===== config.mk =====
export PLATFORM = sky130hd
export DESIGN_NAME = seq_controller_flat
export DESIGN_NICKNAME = d
export VERILOG_FILES = /design/src/rtl/seq_controller_if.sv /design/src/rtl/seq_controller.sv /design/src/flat_wrapper.sv
export SDC_FILE = /design/constraint.sdc
export NUM_CORES = 1
export LEC_CHECK = 0
export CAP_MARGIN = 20
export CORE_UTILIZATION = 40
export DETAILED_ROUTE_END_ITERATION = 6
export DONT_BUFFER_PORTS = 1
export HOLD_SLACK_MARGIN = 0.02
export PLACE_DENSITY_LB_ADDON = 0.08
export SYNTH_ARGS = -nofsm -noshare
export SYNTH_HDL_FRONTEND = slang
export SYNTH_SLANG_ARGS = --single-unit

===== constraint.sdc =====
create_clock -name clk -period 2.5 [get_ports clk]
set_clock_uncertainty 0.2 [all_clocks]
set_input_delay 0.125 -clock clk [delete_from_list [all_inputs] [get_ports clk]]
set_output_delay 0.125 -clock clk [all_outputs]
set_load 0.03 [all_outputs]

===== src/rtl/seq_controller_if.sv =====
// Handshake bundle between the SEQ stage sequencer and the surrounding
// datapath. The slave side is the sequencer, the master side the
// datapath blocks and data memory that feed it.
interface seq_controller_if #(
  parameter int CNT_W = 32
);
  logic             start;
  logic [3:0]       icode;
  logic             imem_error;
  logic             instr_valid;
  logic             mem_ready;
  logic             dmem_error;

  logic             fetch_en;
  logic             decode_en;
  logic             execute_en;
  logic             memory_en;
  logic             wb_en;
  logic             pc_en;
  logic             mem_req;
  logic             busy;
  logic             instr_done;
  logic [2:0]       stat;
  logic [CNT_W-1:0] cycle_count;
  logic [CNT_W-1:0] instr_count;

  modport master (
    output start, icode, imem_error, instr_valid, mem_ready, dmem_error,
    input  fetch_en, decode_en, execute_en, memory_en, wb_en, pc_en,
           mem_req, busy, instr_done, stat, cycle_count, instr_count
  );

  modport slave (
    input  start, icode, imem_error, instr_valid, mem_ready, dmem_error,
    output fetch_en, decode_en, execute_en, memory_en, wb_en, pc_en,
           mem_req, busy, instr_done, stat, cycle_count, instr_count
  );
endinterface


===== src/rtl/seq_controller.sv =====
// Multi-cycle stage sequencer for the Y86-64 SEQ datapath. Walks each
// instruction through F/D/E/M/W/PC-update with one stage enable per cycle,
// stalls MEMORY on the data-memory handshake (with a timeout), and tracks
// processor status plus cycle/retire counters.
module seq_controller #(
  parameter int MEM_TIMEOUT = 16,
  parameter int CNT_W       = 32
) (
  input logic            clk,
  input logic            rst,
  seq_controller_if.slave bus
);

  typedef enum logic [2:0] {
    S_IDLE,
    S_FETCH,
    S_DECODE,
    S_EXECUTE,
    S_MEMORY,
    S_WRITEBACK,
    S_PCUPD,
    S_HALTED
  } state_t;

  typedef enum logic [2:0] {
    STAT_AOK = 3'd1,
    STAT_HLT = 3'd2,
    STAT_ADR = 3'd3,
    STAT_INS = 3'd4
  } stat_t;

  localparam logic [3:0] IC_HALT   = 4'h0;
  localparam logic [3:0] IC_RMMOVQ = 4'h4;
  localparam logic [3:0] IC_MRMOVQ = 4'h5;
  localparam logic [3:0] IC_CALL   = 4'h8;
  localparam logic [3:0] IC_RET    = 4'h9;
  localparam logic [3:0] IC_PUSHQ  = 4'hA;
  localparam logic [3:0] IC_POPQ   = 4'hB;

  localparam logic [7:0] WAIT_LAST = 8'(MEM_TIMEOUT - 1);

  state_t           state;
  state_t           state_n;
  stat_t            stat_q;
  stat_t            stat_n;
  logic [3:0]       icode_q;
  logic [7:0]       wait_cnt;
  logic [CNT_W-1:0] cycle_cnt;
  logic [CNT_W-1:0] instr_cnt;

  logic fetch_q;
  logic decode_q;
  logic execute_q;
  logic memory_q;
  logic wb_q;
  logic pc_q;
  logic mem_req_q;
  logic busy_q;
  logic done_q;

  logic mem_access;
  logic timeout_hit;
  logic enter_memory;

  // Instructions that touch data memory, judged on the latched icode.
  always_comb begin
    mem_access = 1'b0;
    case (icode_q)
      IC_RMMOVQ, IC_MRMOVQ, IC_CALL, IC_RET, IC_PUSHQ, IC_POPQ: mem_access = 1'b1;
      default:                                                  mem_access = 1'b0;
    endcase
  end

  // Timeout fires on the last allowed wait cycle; ready on that cycle wins
  // because the ready branch is checked first in the next-state logic.
  always_comb begin
    timeout_hit  = (wait_cnt == WAIT_LAST);
    enter_memory = (state_n == S_MEMORY) && (state != S_MEMORY);
  end

  // Next-state and next-status selection.
  always_comb begin
    state_n = state;
    stat_n  = stat_q;
    case (state)
      S_IDLE: begin
        if (bus.start) state_n = S_FETCH;
      end
      S_FETCH: begin
        if (bus.imem_error) begin
          state_n = S_HALTED;
          stat_n  = STAT_ADR;
        end else if (!bus.instr_valid) begin
          state_n = S_HALTED;
          stat_n  = STAT_INS;
        end else if (bus.icode == IC_HALT) begin
          state_n = S_HALTED;
          stat_n  = STAT_HLT;
        end else begin
          state_n = S_DECODE;
        end
      end
      S_DECODE:  state_n = S_EXECUTE;
      S_EXECUTE: state_n = S_MEMORY;
      S_MEMORY: begin
        if (!mem_access) begin
          state_n = S_WRITEBACK;
        end else if (bus.mem_ready) begin
          if (bus.dmem_error) begin
            state_n = S_HALTED;
            stat_n  = STAT_ADR;
          end else begin
            state_n = S_WRITEBACK;
          end
        end else if (timeout_hit) begin
          state_n = S_HALTED;
          stat_n  = STAT_ADR;
        end
      end
      S_WRITEBACK: state_n = S_PCUPD;
      S_PCUPD:     state_n = S_FETCH;
      S_HALTED:    state_n = S_HALTED;
      default:     state_n = S_IDLE;
    endcase
  end

  // State, status, counters and Moore outputs registered together; outputs
  // are decoded from the next state so they line up with the state register.
  always_ff @(posedge clk) begin
    if (rst) begin
      state     <= S_IDLE;
      stat_q    <= STAT_AOK;
      icode_q   <= '0;
      wait_cnt  <= '0;
      cycle_cnt <= '0;
      instr_cnt <= '0;
      fetch_q   <= 1'b0;
      decode_q  <= 1'b0;
      execute_q <= 1'b0;
      memory_q  <= 1'b0;
      wb_q      <= 1'b0;
      pc_q      <= 1'b0;
      mem_req_q <= 1'b0;
      busy_q    <= 1'b0;
      done_q    <= 1'b0;
    end else begin
      state  <= state_n;
      stat_q <= stat_n;

      if (state == S_FETCH) icode_q <= bus.icode;

      if (enter_memory) begin
        wait_cnt <= '0;
      end else if (state == S_MEMORY && mem_access && !bus.mem_ready) begin
        wait_cnt <= wait_cnt + 8'd1;
      end

      if (busy_q) cycle_cnt <= cycle_cnt + 1'b1;
      if (state == S_PCUPD) instr_cnt <= instr_cnt + 1'b1;

      fetch_q   <= (state_n == S_FETCH);
      decode_q  <= (state_n == S_DECODE);
      execute_q <= (state_n == S_EXECUTE);
      memory_q  <= (state_n == S_MEMORY);
      wb_q      <= (state_n == S_WRITEBACK);
      pc_q      <= (state_n == S_PCUPD);
      // icode_q is already stable when MEMORY is entered from EXECUTE.
      mem_req_q <= (state_n == S_MEMORY) && mem_access;
      busy_q    <= (state_n != S_IDLE) && (state_n != S_HALTED);
      done_q    <= (state_n == S_PCUPD);
    end
  end

  assign bus.fetch_en    = fetch_q;
  assign bus.decode_en   = decode_q;
  assign bus.execute_en  = execute_q;
  assign bus.memory_en   = memory_q;
  assign bus.wb_en       = wb_q;
  assign bus.pc_en       = pc_q;
  assign bus.mem_req     = mem_req_q;
  assign bus.busy        = busy_q;
  assign bus.instr_done  = done_q;
  assign bus.stat        = stat_q;
  assign bus.cycle_count = cycle_cnt;
  assign bus.instr_count = instr_cnt;

endmodule


===== src/flat_wrapper.sv =====
// flat-port wrapper written by rule: the top's interface ports become plain ports
module seq_controller_flat 
#(
  parameter int MEM_TIMEOUT = 16,
  parameter int CNT_W       = 32
)
  (clk, rst, bus_start, bus_icode, bus_imem_error, bus_instr_valid, bus_mem_ready, bus_dmem_error, bus_fetch_en, bus_decode_en, bus_execute_en, bus_memory_en, bus_wb_en, bus_pc_en, bus_mem_req, bus_busy, bus_instr_done, bus_stat, bus_cycle_count, bus_instr_count);
  seq_controller_if #(.CNT_W(CNT_W)) bus_i ();
  input logic clk;
  input logic rst;
  input wire logic [$bits(bus_i.start)-1:0] bus_start;
  input wire logic [$bits(bus_i.icode)-1:0] bus_icode;
  input wire logic [$bits(bus_i.imem_error)-1:0] bus_imem_error;
  input wire logic [$bits(bus_i.instr_valid)-1:0] bus_instr_valid;
  input wire logic [$bits(bus_i.mem_ready)-1:0] bus_mem_ready;
  input wire logic [$bits(bus_i.dmem_error)-1:0] bus_dmem_error;
  output wire logic [$bits(bus_i.fetch_en)-1:0] bus_fetch_en;
  output wire logic [$bits(bus_i.decode_en)-1:0] bus_decode_en;
  output wire logic [$bits(bus_i.execute_en)-1:0] bus_execute_en;
  output wire logic [$bits(bus_i.memory_en)-1:0] bus_memory_en;
  output wire logic [$bits(bus_i.wb_en)-1:0] bus_wb_en;
  output wire logic [$bits(bus_i.pc_en)-1:0] bus_pc_en;
  output wire logic [$bits(bus_i.mem_req)-1:0] bus_mem_req;
  output wire logic [$bits(bus_i.busy)-1:0] bus_busy;
  output wire logic [$bits(bus_i.instr_done)-1:0] bus_instr_done;
  output wire logic [$bits(bus_i.stat)-1:0] bus_stat;
  output wire logic [$bits(bus_i.cycle_count)-1:0] bus_cycle_count;
  output wire logic [$bits(bus_i.instr_count)-1:0] bus_instr_count;
  assign bus_i.start = bus_start;
  assign bus_i.icode = bus_icode;
  assign bus_i.imem_error = bus_imem_error;
  assign bus_i.instr_valid = bus_instr_valid;
  assign bus_i.mem_ready = bus_mem_ready;
  assign bus_i.dmem_error = bus_dmem_error;
  assign bus_fetch_en = bus_i.fetch_en;
  assign bus_decode_en = bus_i.decode_en;
  assign bus_execute_en = bus_i.execute_en;
  assign bus_memory_en = bus_i.memory_en;
  assign bus_wb_en = bus_i.wb_en;
  assign bus_pc_en = bus_i.pc_en;
  assign bus_mem_req = bus_i.mem_req;
  assign bus_busy = bus_i.busy;
  assign bus_instr_done = bus_i.instr_done;
  assign bus_stat = bus_i.stat;
  assign bus_cycle_count = bus_i.cycle_count;
  assign bus_instr_count = bus_i.instr_count;
  seq_controller #(.MEM_TIMEOUT(MEM_TIMEOUT), .CNT_W(CNT_W)) u_core (.clk(clk), .rst(rst), .bus(bus_i));
endmodule

==> summary.txt <==
Drt
  – Vias/cell: 5.703
  – Post-route ant nets: 0
  – WL final: 10,080 um
  – Vias: 3,821
  – DR iter-0 viols: 98
  – Routed len/inst: around 15 um
  – Residual DRC: 0
  – Drt pass-1 iters: 4

Global routing
  – Largest net degree at the start of global routing: 86
  – Total track usage: 19.01%
  – Grt ovf: 0
  – Number of global-route vias before repair: 3,545
  – Initial antenna violation count: 0
  – Global-route wire length before repair: 16,990 um

Cells and area
  – FF+latch area: 0.001782 mm2
  – Share of layout cells above drive strength 1: 14.71%
  – Fill cell count: 1,013
  – Non-Filler Instances: 670
  – Synthesis-to-layout area growth: 19.21%
  – Commonest non-fill, non-tap cells in the layout: dfxtp_1 (89), a21oi_1 (55), buf_4 (54)
  – # diodes: 0
  – Area of the multi-input gates: 0.002212 mm2
  – Nets@finish: 546
  – Final Cell Area: between 0.004 and 0.005 mm2
  – Commonest non-fill, non-tap cell in the layout: dfxtp_1

Setup path
  – Startpoint types: flip-flop
  – Crit. Startpoint: u_core.state[2]
  – Critical path type: reg2reg
  – Path depth of the worst reg2reg path: 4
  – R2R Setup Slk: roughly 0.25 ns
  – FF-to-FF Start: u_core.state[2]
  – Crit Path Max Fanout: 15
  – Worst Path Arrival: 2.34 ns
  – Worst path required time: 2.58 ns
  – Crit end category: flip-flop

Outcome
  – Outcome: finished clean

Logic synthesis
  – Ranking of synthesized cells by area: dfxtp_1 (43%), a21oi_1 (6.6%), or4_1 (5.6%)
  – Post-Syn Area: roughly 0.0042 mm2
  – Post-synth EDFFs: 0
  – Synth top area share: 42.87%
  – Post-synth top area cell: dfxtp_1
  – Count of cell types in the netlist: 50
  – Post-synth top flop: dfxtp_1
  – Syn Inst Count: 485
  – Mapped Avg Cell Area: 8.570 um2
  – Sequential share of the synthesized area: 42.87%
  – Ys async rst share: 0%
  – Post-synthesis register bit count: roughly 90
  – Synth warn: 0
  – Mapped Nets: 499

Clock network
  – CTS sink count: 89
  – CTS root buf: clkbuf_8
  – Clock transition at the registers of the reported paths: around 0.090 ns
  – Worst-Skew Late Latency: 0.36 ns
  – Bufs on Longest Clock Path: 2
  – # Post-CTS Setup Buffers: 0
  – Total CTS buffers: 9
  – Post-cts resize count: 0
  – CTS tree: built
  – CTS H-tree depth: 3

STA
  – Crit path time final: 2.253 ns
  – Period utilization: about nine tenths
  – Max Transition Viols Final: 0
  – Worst slew pin tran: 0.5836 ns
  – Fmax: 0.4439 GHz
  – RSZ-0062 raised after global routing: false
  – Worst slew margin: 60.73%
  – Final Setup Violations: 0
  – Final Hold Fails: 0
  – Aggregate negative setup slack: 0 ns

Place
  – Placed cell count: 643
  – Port bufs: 0
  – Post-DP Area: around 0.0046 mm2
  – Placer congestion estimate: 0.8270
  – Detailed placement HPWL: between 6000 and 7000 um

Floorplanning
  – Core footprint: 0.009910 mm2
  – Die X: about 100 um
  – Die Footprint: 0.01080 mm2
  – Ports: 87
  – FP Rows: 36
  – Initial Utilization: 41.94%
  – Die H: 103.9 um

Run
  – Max Cap Violations: 0

Power
  – Peak supply drop: 0.4611 mV
  – PD cells: around 650 mW/mm2
  – Leakage: 1.683 nW

Min path
  – Min-delay src: bus_icode[2]
  – Worst Hold Depth: 3
  – HP Class: in2reg
registers in the layout (all words and copies together), names as in the netlist, 3 cells and up:
| signal | count |
|---|---|
| u_core.bus.instr_count | 32 |
| u_core.bus.cycle_count | 32 |
| u_core.icode_q | 3 |
| u_core.bus.stat | 3 |
| u_core.wait_cnt | 8 |
| u_core.state | 3 |
what timing repair did:
item | in CTS | in global routing
endpoints found under the hold margin | 89 | 0
endpoints found under the setup margin | 0 | 0
hold buffers | 11 | 0
report_power, final:
part           leakage, nW  internal, mW  switching (mW)
logic                0.851         0.213           0.293
registers            0.719          1.49           0.149
clock network        0.113         0.590           0.502
critical path, cell delays in order (launching register included):
cell,delay [ns]
dfxtp_1,0.58
and4b_1,0.38
nand3_1,0.36
or4_1,0.51
a21oi_1,0.14
logic make-up (layout without fill, tap and decap cells):
| kind of cell | count (synthesis) | count (layout) | share of synthesized area (%) |
|---|---|---|---|
| AOI/OAI and AO/OA | 120 | 120 | 17.55 |
| xor gates and xnor gates | 22 | 22 | 4.636 |
| adders and majority gates | 3 | 3 | 0.9032 |
| buffers and inverters | 40 | 92 | 3.913 |
| DFF | 89 | 89 | 42.87 |
| muxes | 4 | 4 | 1.023 |
| and+or+nand+nor | 207 | 207 | 29.11 |
final cells by class:
type	count	share of cell area [%]
clock buffer	11	2.854
clock inverter	5	1.591
inverter	11	0.8333
multi-input combinational	356	44.65
sequential	89	35.96
tap	133	3.359
timing repair buffer	65	10.76
synth_stat cells (6+ instances only):
cell,n
a21oi_1,55
xor2_1,11
inv_1,11
o31ai_1,30
o21ai_0,20
nor2_1,31
xnor2_1,11
or4_1,31
nand4_1,18
nor4_1,8
and4_1,10
nand2_1,33
dfxtp_1,89
or3_1,16
clkbuf_1,25
nor3_1,6
nand3_1,19
metrics by stage:
stage	utilization [%]	power [mW]	hold WS, ns	setup slack (ns)
2_1_floorplan	-	2.000	0.06097	0.007200
3_3_place_gp	46.49	2.122	0.0005658	0.2959
3_5_place_dp	46.49	2.130	0.002800	0.2832
4_1_cts	50.00	3.276	0.02848	0.2649
5_1_grt	50.00	3.405	0.09240	0.04880
6_report	50.00	3.238	0.05672	0.2471
layer usage:
layer | track usage (%) | vias to the layer above | part of all wire, %
li1 | - | 1924 | -
met1 | 25.60 | 1809 | 49
met2 | 29.95 | 78 | 44
met3 | 4.135 | 10 | 5.4
met4 | 6.735 | 0 | 1.1
met5 | 0 | - | 0
worst paths after layout:
check / to
worst max register to register: u_core.bus.instr_count[20]
worst min register to register: u_core.icode_q[1]
worst min-delay path: u_core.bus.decode_en
worst max-delay path: u_core.bus.instr_count[20]
Note: power is estimated with default switching activity, not from simulation.
